==> config.mk <==
export PLATFORM = sky130hd
export DESIGN_NAME = gen_reduce_flat
export DESIGN_NICKNAME = d
export VERILOG_FILES = /design/src/rtl/gen_reduce_if.sv /design/src/rtl/gen_reduce.sv /design/src/flat_wrapper.sv
export SDC_FILE = /design/constraint.sdc
export NUM_CORES = 1
export LEC_CHECK = 0
export CORE_MARGIN = 4
export CORE_UTILIZATION = 56
export DETAILED_ROUTE_END_ITERATION = 10
export PLACE_DENSITY = 0.95
export SLEW_MARGIN = 10
export SYNTH_ARGS = -nofsm -noshare
export SYNTH_HDL_FRONTEND = slang
export SYNTH_SLANG_ARGS = --single-unit
export TNS_END_PERCENT = 10
==> constraint.sdc <==
create_clock -name _clock -period 17.75 [get_ports _clock]
set_input_delay 1.775 -clock _clock [delete_from_list [all_inputs] [get_ports _clock]]
set_output_delay 1.775 -clock _clock [all_outputs]
set_load 0.02 [all_outputs]
==> src/rtl/gen_reduce_if.sv <==
// Generator-protocol bundle around gen_reduce: the caller-facing
// start/ready/valid/done/result signals and the child-facing launch/drain
// signals. The slave modport is the reducer's view; master is its environment.
interface gen_reduce_if #(
    parameter int WIDTH = 32
);
    // Caller side
    logic                    _start;
    logic signed [WIDTH-1:0] n;
    logic                    _ready;
    logic                    _valid;
    logic                    _done;
    logic signed [WIDTH-1:0] _out0;
    logic signed [WIDTH-1:0] _out1;
    logic [31:0]             _out2;

    // Child side
    logic                    _child_start;
    logic signed [WIDTH-1:0] _child_n;
    logic                    _child_ready;
    logic                    _child_valid;
    logic                    _child_done;
    logic signed [WIDTH-1:0] _child_out0;
    logic signed [WIDTH-1:0] _child_out1;

    modport slave (
        input  _start, n, _ready,
        input  _child_valid, _child_done, _child_out0, _child_out1,
        output _valid, _done, _out0, _out1, _out2,
        output _child_start, _child_n, _child_ready
    );

    modport master (
        output _start, n, _ready,
        output _child_valid, _child_done, _child_out0, _child_out1,
        input  _valid, _done, _out0, _out1, _out2,
        input  _child_start, _child_n, _child_ready
    );
endinterface

==> src/rtl/gen_reduce.sv <==
// gen_reduce: launches one child generator, drains its (out0, out1) tuple
// stream into a wrapped sum, a signed max and a saturating count, then
// offers the three results to its own caller as a single-tuple generator.
module gen_reduce #(
    parameter int WIDTH = 32
) (
    input  logic        _clock,
    input  logic        _reset,
    gen_reduce_if.slave bus
);

    typedef enum logic [1:0] {
        IDLE,
        LAUNCH,
        DRAIN,
        EMIT
    } state_t;

    // Most negative WIDTH-bit value: the identity element for signed max.
    localparam logic signed [WIDTH-1:0] MAX_INIT = {1'b1, {(WIDTH-1){1'b0}}};

    state_t                  state;
    logic signed [WIDTH-1:0] sum;
    logic signed [WIDTH-1:0] max_val;
    logic [31:0]             count;

    logic                    accept;
    logic signed [WIDTH-1:0] max_next;
    logic [31:0]             count_next;

    // Tuple-accept qualifier and the candidate max/count for the tuple on offer.
    always_comb begin
        // NOTE: every always_comb output is given a default first, so no path
        // through the block can leave it unassigned and infer a latch.
        accept     = (state == DRAIN) && bus._child_ready && bus._child_valid;
        max_next   = max_val;
        count_next = count;
        if ($signed(bus._child_out1) > $signed(max_val)) begin
            max_next = bus._child_out1;
        end
        if (count != 32'hFFFF_FFFF) begin
            count_next = count + 32'd1;
        end
    end

    // Run-control FSM with all outputs registered; start outranks reset.
    always_ff @(posedge _clock) begin
        // NOTE: state and registered outputs use non-blocking assignments so
        // every read in this block sees the pre-edge value, like real flops.
        bus._done <= 1'b0;

        if (bus._start) begin
            // Begin (or abort and restart) a run: the child start pulse and
            // parameter go out on this edge so the child sees them next edge.
            sum              <= '0;
            max_val          <= MAX_INIT;
            count            <= '0;
            bus._valid       <= 1'b0;
            bus._child_start <= 1'b1;
            bus._child_n     <= bus.n;
            bus._child_ready <= 1'b0;
            state            <= LAUNCH;
        end else if (_reset) begin
            sum              <= '0;
            max_val          <= MAX_INIT;
            count            <= '0;
            bus._valid       <= 1'b0;
            bus._out0        <= '0;
            bus._out1        <= '0;
            bus._out2        <= '0;
            bus._child_start <= 1'b0;
            bus._child_n     <= '0;
            bus._child_ready <= 1'b0;
            state            <= IDLE;
        end else begin
            case (state)
                IDLE: begin
                    bus._child_start <= 1'b0;
                    bus._child_ready <= 1'b0;
                end

                LAUNCH: begin
                    // The child samples its start on this edge; it cannot have
                    // produced anything yet, so nothing is sampled here.
                    bus._child_start <= 1'b0;
                    bus._child_ready <= 1'b1;
                    state            <= DRAIN;
                end

                DRAIN: begin
                    bus._child_start <= 1'b0;
                    bus._child_ready <= 1'b1;
                    // A tuple accepted on the done edge still counts.
                    if (accept) begin
                        sum     <= sum + bus._child_out0;
                        max_val <= max_next;
                        count   <= count_next;
                    end
                    if (bus._child_done) begin
                        bus._child_ready <= 1'b0;
                        state            <= EMIT;
                    end
                end

                EMIT: begin
                    if (!bus._valid) begin
                        bus._out0  <= sum;
                        bus._out1  <= max_val;
                        bus._out2  <= count;
                        bus._valid <= 1'b1;
                    end else if (bus._ready) begin
                        bus._valid <= 1'b0;
                        bus._done  <= 1'b1;
                        state      <= IDLE;
                    end
                end

                default: state <= IDLE;
            endcase
        end
    end

endmodule

==> src/flat_wrapper.sv <==
// flat-port wrapper written by rule: the top's interface ports become plain ports
module gen_reduce_flat 
#(
    parameter int WIDTH = 32
)
  (_clock, _reset, bus__start, bus_n, bus__ready, bus__child_valid, bus__child_done, bus__child_out0, bus__child_out1, bus__valid, bus__done, bus__out0, bus__out1, bus__out2, bus__child_start, bus__child_n, bus__child_ready);
  gen_reduce_if #(.WIDTH(WIDTH)) bus_i ();
  input  logic _clock;
  input  logic _reset;
  input wire logic [$bits(bus_i._start)-1:0] bus__start;
  input wire logic [$bits(bus_i.n)-1:0] bus_n;
  input wire logic [$bits(bus_i._ready)-1:0] bus__ready;
  input wire logic [$bits(bus_i._child_valid)-1:0] bus__child_valid;
  input wire logic [$bits(bus_i._child_done)-1:0] bus__child_done;
  input wire logic [$bits(bus_i._child_out0)-1:0] bus__child_out0;
  input wire logic [$bits(bus_i._child_out1)-1:0] bus__child_out1;
  output wire logic [$bits(bus_i._valid)-1:0] bus__valid;
  output wire logic [$bits(bus_i._done)-1:0] bus__done;
  output wire logic [$bits(bus_i._out0)-1:0] bus__out0;
  output wire logic [$bits(bus_i._out1)-1:0] bus__out1;
  output wire logic [$bits(bus_i._out2)-1:0] bus__out2;
  output wire logic [$bits(bus_i._child_start)-1:0] bus__child_start;
  output wire logic [$bits(bus_i._child_n)-1:0] bus__child_n;
  output wire logic [$bits(bus_i._child_ready)-1:0] bus__child_ready;
  assign bus_i._start = bus__start;
  assign bus_i.n = bus_n;
  assign bus_i._ready = bus__ready;
  assign bus_i._child_valid = bus__child_valid;
  assign bus_i._child_done = bus__child_done;
  assign bus_i._child_out0 = bus__child_out0;
  assign bus_i._child_out1 = bus__child_out1;
  assign bus__valid = bus_i._valid;
  assign bus__done = bus_i._done;
  assign bus__out0 = bus_i._out0;
  assign bus__out1 = bus_i._out1;
  assign bus__out2 = bus_i._out2;
  assign bus__child_start = bus_i._child_start;
  assign bus__child_n = bus_i._child_n;
  assign bus__child_ready = bus_i._child_ready;
  gen_reduce #(.WIDTH(WIDTH)) u_core (._clock(_clock), ._reset(_reset), .bus(bus_i));
endmodule
==> flow_metrics.tcl, run 1 <==
set metrics [dict create \
    cp.arrival_ns 5.24 \
    antenna_found_initial 2 \
    swShare_pct 23.2 \
    clock.fmax_ghz 0.207 \
    numCtsBuffers 24 \
    nets 1479 \
    status "completed" \
    grt_max_degree 103 \
    post_cts_buffers 0 \
    avgViaCountPerCell 5.71 \
    async_flop_share_pct 0 \
    h-tree-depth 1 \
    pin_count 234 \
    drt_pass1_iterations 9 \
    drc 0 \
    synth_top_cell_area_share_pct 34.6 \
    fin_cells 1589 \
    dieHeight_um 149 \
    synth-edff-count 128 \
    max_slew_margin_pct 22.4 \
    antenna_cells 0 \
    hold_class "flop to flop" \
    fin_area_mm2 0.0145 \
    powerDensity_mw_per_mm2 85.3 \
    setup-tns-final_ns 0 \
    drt_first_iter_violations 671 \
    slowest_stage "a21o_1" \
    clkPwrFrac_pct 42.6 \
    maxCapViolations 0 \
    synth_area_mm2 0.0111 \
    drive_above_1_share_pct 5.06 \
    synthTopCellsByArea "edfxtp_1, dfxtp_1, ha_1" \
    yosysMostFrequentCell "edfxtp_1" \
    finalSetupViolations 0 \
    antenna_left 0 \
    placed_area_mm2 0.0137 \
    critical_path_required_ns 18.16 \
    synth.avg_cell_area_um2 10.2 \
    synth_ff_type "edfxtp_1" \
    dp_hpwl_um 19400 \
    port_buffers 233 \
    fin_skew_ns 0.0182 \
    clkTransAtPathRegs_ns 0.06 \
    wl_per_cell_um 18.1 \
    worstPathMaxFanout 32 \
    fin_crit_sh_pct 27.2 \
    place_congestion 0.878 \
    ys_seq_area_share_pct 53.0 \
    clock_path_buffers 3 \
    cpPeakStageDelay_ns 0.93 \
    coreArea_mm2 0.0195 \
    via_count 9075 \
    synth-seq-cells 230 \
    overflow 0 \
    nFillCells 1282 \
    power_frac_comb_pct 10.2 \
    cts.sinks 230 \
    rsz0062_at_grt "false" \
    syn-instance-count 1087 \
    dp_cells 1545 \
    internal-power_mw 0.951 \
    cp-end-kind "flop" \
    fin_util_pct 74.6 \
    yosys_warnings 0 \
    wl_um 28700 \
    power.switching_mw 0.287 \
    hold_violations 0 \
    holdBufCountCts 0 \
    ys_types 60 \
    synthesis.nets 1260 \
    power_frac_seq_pct 47.2 \
    first_global_vias 9105 \
    fin_crit_ns 4.83 \
    dp_worst_setup_slack_ns 12.48 \
    grt_usage_pct 25.0 \
    worstPathCellList "clkdlybuf4s50_1 > ha_1 > nor2b_1 > o21a_1 > o21ai_1 > a21oi_1 > o31a_1 > o21ai_1 > a21o_1 > nand3_1 > a21oi_1" \
    grt_pass1_wl_um 45300 \
    synth_common_cells "edfxtp_1, dfxtp_1, a21oi_1, nor2_1, ha_1" \
    row_count 51 \
    die_x_um 149 \
    synth_largest_area_cell "edfxtp_1" \
    ir_drop_uv 62.3 \
    die_area_mm2 0.0222 \
    p_leak_nw 5.30 \
    worst_pin_slew_ns 1.16 \
    start_kind "input pin" \
    cts_tree "built" \
    initial_utilization_pct 57.1 \
    clock_latency_ns 0.52 \
    crit_type "input pin to flop" \
    cts-resized-gates 0 \
    worst_slack_ns 12.92 \
    clockRootBuffer "clkbuf_16" \
    areaGrowthSynthToFinish_pct 30.7 \
    drv_slew 0 \
]
## final cells by class
class / count / area, um^2 / share of cell area, %
sequential: 230 / 5890 / 40.5
multi-input combinational: 751 / 4850 / 33.4
timing repair buffer: 240 / 2380 / 16.4
clock buffer: 29 / 661 / 4.55
tap: 265 / 332 / 2.28
inverter: 59 / 224 / 1.54
clock inverter: 15 / 185 / 1.28
## power groups by stage
stage               sequential, mW  clock [mW]  combinational [mW]
finish                       0.584       0.528               0.127
global route                 0.585       0.556               0.134
CTS                          0.584       0.534               0.127
detailed placement           0.596           0               0.125
global placement             0.595           0               0.122
floorplan                    0.618           0              0.0360
## flip-flops by register name (all words and copies together) (netlist names), 2 cells and up
signal	flops
u_core.bus._out2	32
u_core.sum	32
u_core.bus._child_n	32
u_core.max_val	32
u_core.bus._out1	32
u_core.bus._out0	32
u_core.state	2
u_core.count	32
## worst max-delay path: cells and delay by family
family	cells	cell delay (ns)
AOI/OAI and AO/OA	7	2.22
buffers and inverters	1	0.47
and+or+nand+nor	2	0.45
adders and majority gates	1	0.34
## layer usage
layer | part of all wire (%) | track usage (%)
met1 | 38 | 30.5
met2 | 51 | 44.5
met3 | 8.2 | 4.89
met4 | 3.1 | 8.56
met5 | 0.094 | 0
## placed cells by master, fill, tap and decap left out, types with 13 or more instances in the layout
cell               n
a21oi_1           96
or3_1             13
clkdlybuf4s50_1  232
nand4_1           23
nand3_1           61
edfxtp_1         128
o21ai_0           62
inv_1             58
clkbuf_16         25
xor2_1            14
xnor2_1           29
dfxtp_1          102
ha_1              70
nor2_1            91
a21o_1            26
nand2_1           68
nor2b_1           64
and2_1            34
## per-stage QoR
step / power [mW] / hold WS (ns)
2_1_floorplan: 0.654 / 0.444
3_3_place_gp: 0.717 / 0.450
3_5_place_dp: 0.721 / 0.458
4_1_cts: 1.24 / 0.466
5_1_grt: 1.28 / 0.488
6_report: 1.24 / 0.465
## kinds of logic after synthesis
logic type               after synthesis  synth area share [%]
AO/OA/AOI/OAI                        227                  11.9
XOR/XNOR                              43                  3.39
adder cells (fa/ha/maj)               71                  8.06
buffers and inverters                106                  3.59
flip-flops                           230                  53.0
multiplexers                           3                 0.270
AND/OR/NAND/NOR                      407                  19.8
## path summary, 6_finish.rpt
check / from / endpoint / slack, ns / depth (start not counted)
worst max-delay path: bus__child_out1[1] / u_core.max_val[23]$_SDFFE_PP0P_ / 12.92 / 11
worst min-delay path: u_core.max_val[3]$_SDFFE_PP0P_ / u_core.max_val[3]$_SDFFE_PP0P_ / 0.46 / 2
worst max register to register: u_core.max_val[1]$_SDFFE_PP0P_ / u_core.max_val[23]$_SDFFE_PP0P_ / 14.29 / 11
worst min register to register: u_core.max_val[3]$_SDFFE_PP0P_ / u_core.max_val[3]$_SDFFE_PP0P_ / 0.46 / 2
Note: power is estimated with default switching activity, not from simulation.
==> inputs of run 2 (changes only) <==
--- a/config.mk
+++ b/config.mk
@@ -6,9 +6,9 @@
 export NUM_CORES = 1
 export LEC_CHECK = 0
 export CORE_MARGIN = 4
-export CORE_UTILIZATION = 56
+export CORE_UTILIZATION = 52
 export DETAILED_ROUTE_END_ITERATION = 10
-export PLACE_DENSITY = 0.95
+export PLACE_DENSITY = 0.93
 export SLEW_MARGIN = 10
 export SYNTH_ARGS = -nofsm -noshare
 export SYNTH_HDL_FRONTEND = slang
==> constraint.sdc (replaced) <==
create_clock -name _clock -period 4.9 [get_ports _clock]
set_input_delay 0.49 -clock _clock [delete_from_list [all_inputs] [get_ports _clock]]
set_output_delay 0.49 -clock _clock [all_outputs]
set_load 0.02 [all_outputs]
==> flow_metrics.tcl, run 2 (synthesis gave the netlist of run 1 again) <==
set metrics [dict create \
    status "completed" \
    fin_crit_ns 3.44 \
    die_area_mm2 0.0238 \
    rsz0062_at_grt "false" \
    avgViaCountPerCell 5.69 \
    fin_crit_sh_pct 70.2 \
    maxCapViolations 0 \
    wl_um 28900 \
    worstPathMaxFanout 32 \
    ir_drop_uv 304 \
    clkPwrFrac_pct 43.7 \
    die_x_um 154 \
    swShare_pct 23.3 \
    internal-power_mw 3.51 \
    critical_path_required_ns 5.32 \
    max_slew_margin_pct 18.3 \
    finalSetupViolations 0 \
    post_cts_buffers 0 \
    fin_skew_ns 0.0138 \
    cts_tree "built" \
    pin_count 234 \
    drt_pass1_iterations 6 \
    worst_pin_slew_ns 1.23 \
    row_count 53 \
    numCtsBuffers 25 \
    r2r_slack_ns 1.55 \
    port_buffers 233 \
    overflow 0 \
    grt_usage_pct 23.5 \
    clkTransAtPathRegs_ns 0.07 \
    antenna_left 0 \
    h-tree-depth 1 \
    power_frac_seq_pct 46.3 \
    start_kind "input pin" \
    holdBufCountCts 0 \
    final_cell_mix "clkdlybuf4s50_1, edfxtp_1, dfxtp_1" \
    dp_hpwl_um 19600 \
    powerDensity_mw_per_mm2 313 \
    first_global_vias 9214 \
    power.switching_mw 1.06 \
    setup-tns-final_ns 0 \
    drc 0 \
    nets 1482 \
    whs_ns 0.370 \
    drt_first_iter_violations 493 \
    clockRootBuffer "clkbuf_16" \
    crit_type "input pin to flop" \
    hold_class "input pin to flop" \
    fin_cells 1603 \
    clock_latency_ns 0.52 \
    drive_above_1_share_pct 5.43 \
    drv_slew 0 \
    wl_per_cell_um 18.0 \
    hold_violations 0 \
    cp.arrival_ns 3.86 \
    power_frac_comb_pct 10.0 \
    antenna_found_initial 2 \
    initial_utilization_pct 52.9 \
    cts-resized-gates 0 \
    dieHeight_um 154 \
    coreArea_mm2 0.0210 \
    clock_path_buffers 3 \
    final_common_cell "clkdlybuf4s50_1" \
    areaGrowthSynthToFinish_pct 31.2 \
    grt_pass1_wl_um 46400 \
    grt_max_degree 84 \
    cp-end-kind "flop" \
    cts.sinks 230 \
    clock.fmax_ghz 0.291 \
    place_congestion 0.872 \
    p_leak_nw 5.33 \
    dp_cells 1557 \
    via_count 9114 \
]
## run 2: layout make-up
type,count,area [um^2]
timing repair buffer,242,2400
inverter,59,224
clock inverter,15,179
multi-input combinational,751,4840
clock buffer,30,706
tap,275,344
antenna,1,2.50
sequential,230,5890
fill,1460,6440
## run 2: through the flow
stage	util [%]	setup WS [ns]	power, mW	instance area [um^2]
after detailed placement	65.1	1.26	2.61	13700
after floorplan	-	0.862	2.37	11100
after CTS	69.4	1.63	4.60	14600
final	69.4	1.46	4.57	14600
after global placement	65.1	1.44	2.60	13700
after global routing	69.4	1.30	4.71	14600
## run 2: path summary, 6_finish.rpt
path | start | endpoint | cells after the start
worst max-delay path | bus__child_out1[31] | u_core.max_val[11]$_SDFFE_PP0P_ | 8
worst min-delay path | _reset | u_core.bus._child_start$_SDFFE_PP1P_ | 2
worst max register to register | u_core.max_val[23]$_SDFFE_PP0P_ | u_core.max_val[11]$_SDFFE_PP0P_ | 8
worst min register to register | u_core.max_val[7]$_SDFFE_PP0P_ | u_core.max_val[7]$_SDFFE_PP0P_ | 2
## run 2: per-layer routing
layer	track usage [%]	wire, um	vias up
met5	0	18	-
met4	7.78	846	4
met3	4.67	2250	73
met2	41.5	14400	385
met1	29.0	11400	4335
li1	-	-	4317
## run 2: critical path, stage by stage
cell             delay (ns)
clkdlybuf4s50_1        0.47
ha_1                   0.40
nand4_1                0.16
nor4_1                 0.57
o21ai_1                0.27
a21oi_2                0.97
o21ai_0                0.26
a21oi_1                0.27
## run 2: power groups by stage
| stage | clock network [mW] | registers, mW | logic, mW |
|---|---|---|---|
| after detailed placement | 0 | 2.16 | 0.456 |
| after floorplan | 0 | 2.24 | 0.131 |
| after global routing | 2.11 | 2.12 | 0.487 |
| final | 2.00 | 2.11 | 0.458 |
| after CTS | 2.03 | 2.12 | 0.461 |
| after global placement | 0 | 2.15 | 0.444 |
==> inputs of run 3 (changes only) <==
--- a/config.mk
+++ b/config.mk
@@ -6,9 +6,9 @@
 export NUM_CORES = 1
 export LEC_CHECK = 0
 export CORE_MARGIN = 4
-export CORE_UTILIZATION = 52
+export CORE_UTILIZATION = 47
 export DETAILED_ROUTE_END_ITERATION = 10
-export PLACE_DENSITY = 0.93
+export PLACE_DENSITY = 0.89
 export SLEW_MARGIN = 10
 export SYNTH_ARGS = -nofsm -noshare
 export SYNTH_HDL_FRONTEND = slang
==> constraint.sdc (replaced) <==
create_clock -name _clock -period 3.1 [get_ports _clock]
set_input_delay 0.31 -clock _clock [delete_from_list [all_inputs] [get_ports _clock]]
set_output_delay 0.31 -clock _clock [all_outputs]
set_load 0.02 [all_outputs]
==> flow_metrics.tcl, run 3 (synthesis gave the netlist of run 1 again) <==
set metrics [dict create \
    worstPathMaxFanout 6 \
    port_buffers 233 \
    row_count 56 \
    pin_count 234 \
    finalPower_mw 7.43 \
    status "completed" \
    cp_num_cells 12 \
    dieHeight_um 162 \
    cts-resized-gates 0 \
    powerDensity_mw_per_mm2 499 \
    hold_class "input pin to flop" \
    drive_above_1_share_pct 6.54 \
    clkTransAtPathRegs_ns 0.06 \
    critical_path_required_ns 3.57 \
    power_frac_comb_pct 9.9 \
    final_cell_mix "clkdlybuf4s50_1, edfxtp_1, dfxtp_1" \
    cts_tree "built" \
    crit_family "compound AO/OA/AOI/OAI gates" \
    whs_ns 0.143 \
    nets 1499 \
    finalSetupViolations 0 \
    areaGrowthSynthToFinish_pct 33.8 \
    via_count 8994 \
    place_congestion 0.835 \
    hold_violations 0 \
    r2r_slack_ns 0.28 \
    antenna_left 0 \
    dp_cells 1617 \
    worstPathCellList "ha_1 > inv_1 > fa_1 > nor2b_1 > o21ai_0 > a21boi_1 > a211oi_1 > o21ai_2 > a21o_1 > a221oi_1 > or4_1 > nand3_1" \
    wl_um 28900 \
    fin_area_mm2 0.0149 \
    grt_pass1_wl_um 46100 \
    p_leak_nw 5.45 \
    die_area_mm2 0.0262 \
    max_slew_margin_pct 34.9 \
    fin_crit_sh_pct 91.1 \
    final_common_cell "clkdlybuf4s50_1" \
    dp_hpwl_um 20300 \
    placed_area_mm2 0.0139 \
    coreArea_mm2 0.0233 \
    slowest_stage "or4_1" \
    clock.fmax_ghz 0.354 \
    power_frac_seq_pct 45.1 \
    overflow 0 \
    swShare_pct 22.3 \
    worst_pin_slew_ns 0.976 \
    clkPwrFrac_pct 45.0 \
    grt_max_degree 90 \
    rsz0062_at_grt "false" \
    clock_path_buffers 3 \
    wl_per_cell_um 17.4 \
    hold_path_depth 2 \
    internal-power_mw 5.77 \
    post_cts_buffers 0 \
    hp-start "_reset" \
    grt_usage_pct 21.4 \
    r2r-start "u_core.sum[0]$_SDFFE_PP0P_" \
    antenna_found_initial 3 \
    cp.arrival_ns 3.30 \
    crit_start "u_core.sum[0]$_SDFFE_PP0P_" \
    power.switching_mw 1.66 \
    start_kind "flop" \
    clockRootBuffer "clkbuf_16" \
    first_global_vias 9212 \
    fin_cells 1667 \
    die_x_um 162 \
    drc 0 \
    rr_worst_depth 12 \
    ir_drop_uv 313 \
    drt_first_iter_violations 699 \
    avgViaCountPerCell 5.40 \
    cp-end-kind "flop" \
    fin_skew_ns 0.0115 \
    drv_slew 0 \
    h-tree-depth 1 \
    clock_latency_ns 0.53 \
    initial_utilization_pct 47.6 \
    holdBufCountCts 0 \
    numCtsBuffers 26 \
    crit_type "flop to flop" \
    nFillCells 1802 \
    setup-tns-final_ns 0 \
    maxCapViolations 0 \
    cp_num_buf_inv 1 \
    fin_crit_ns 2.82 \
    cpPeakStageDelay_ns 0.44 \
    cts.sinks 230 \
    drt_pass1_iterations 5 \
]
[run 3: per-stage QoR]
step	worst slack [ns]	utilization, %
6_report	0.276	63.7
5_1_grt	0.00124	63.7
4_1_cts	0.160	63.7
3_5_place_dp	-0.246	59.6
3_3_place_gp	-0.0670	59.6
2_1_floorplan	0.301	-
[run 3: layout make-up]
cell class                      count  area (um^2)  area share (%)
Clock inverter                     14          206            1.39
Timing Repair Buffer              258         2550            17.2
Tap cell                          319          399            2.68
Sequential cell                   230         5890            39.6
Multi-Input combinational cell    751         4850            32.6
Inverter                           59          224            1.51
Antenna cell                        2         5.00          0.0337
Clock buffer                       34          742            4.99
[run 3: worst paths after layout]
| path | endpoint |
|---|---|
| worst max-delay path | u_core.sum[28]$_SDFFE_PP0P_ |
| worst min-delay path | u_core.bus._child_start$_SDFFE_PP1P_ |
| worst max register to register | u_core.sum[28]$_SDFFE_PP0P_ |
| worst min register to register | u_core.sum[22]$_SDFFE_PP0P_ |
[run 3: power groups by stage]
stage | registers, mW | clock network (mW) | logic [mW]
global placement | 3.41 | 0 | 0.719
floorplan | 3.53 | 0 | 0.208
global route | 3.35 | 3.52 | 0.785
CTS | 3.35 | 3.40 | 0.742
finish | 3.35 | 3.34 | 0.739
detailed placement | 3.41 | 0 | 0.736
[run 3: worst register-to-register path, stage by stage, from the launching register on]
cell and delay (ns):
dfxtp_1 0.38, ha_1 0.19, inv_1 0.06, fa_1 0.38, nor2b_1 0.12, o21ai_0 0.12
a21boi_1 0.25, a211oi_1 0.16, o21ai_2 0.32, a21o_1 0.19, a221oi_1 0.10, or4_1 0.44
nand3_1 0.08
[run 3: metal layers]
layer / GRT usage [%] / wire length, um
met1: 26.0 / 11300
met2: 38.1 / 14600
met3: 4.26 / 2150
met4: 7.07 / 897
met5: 0 / 27
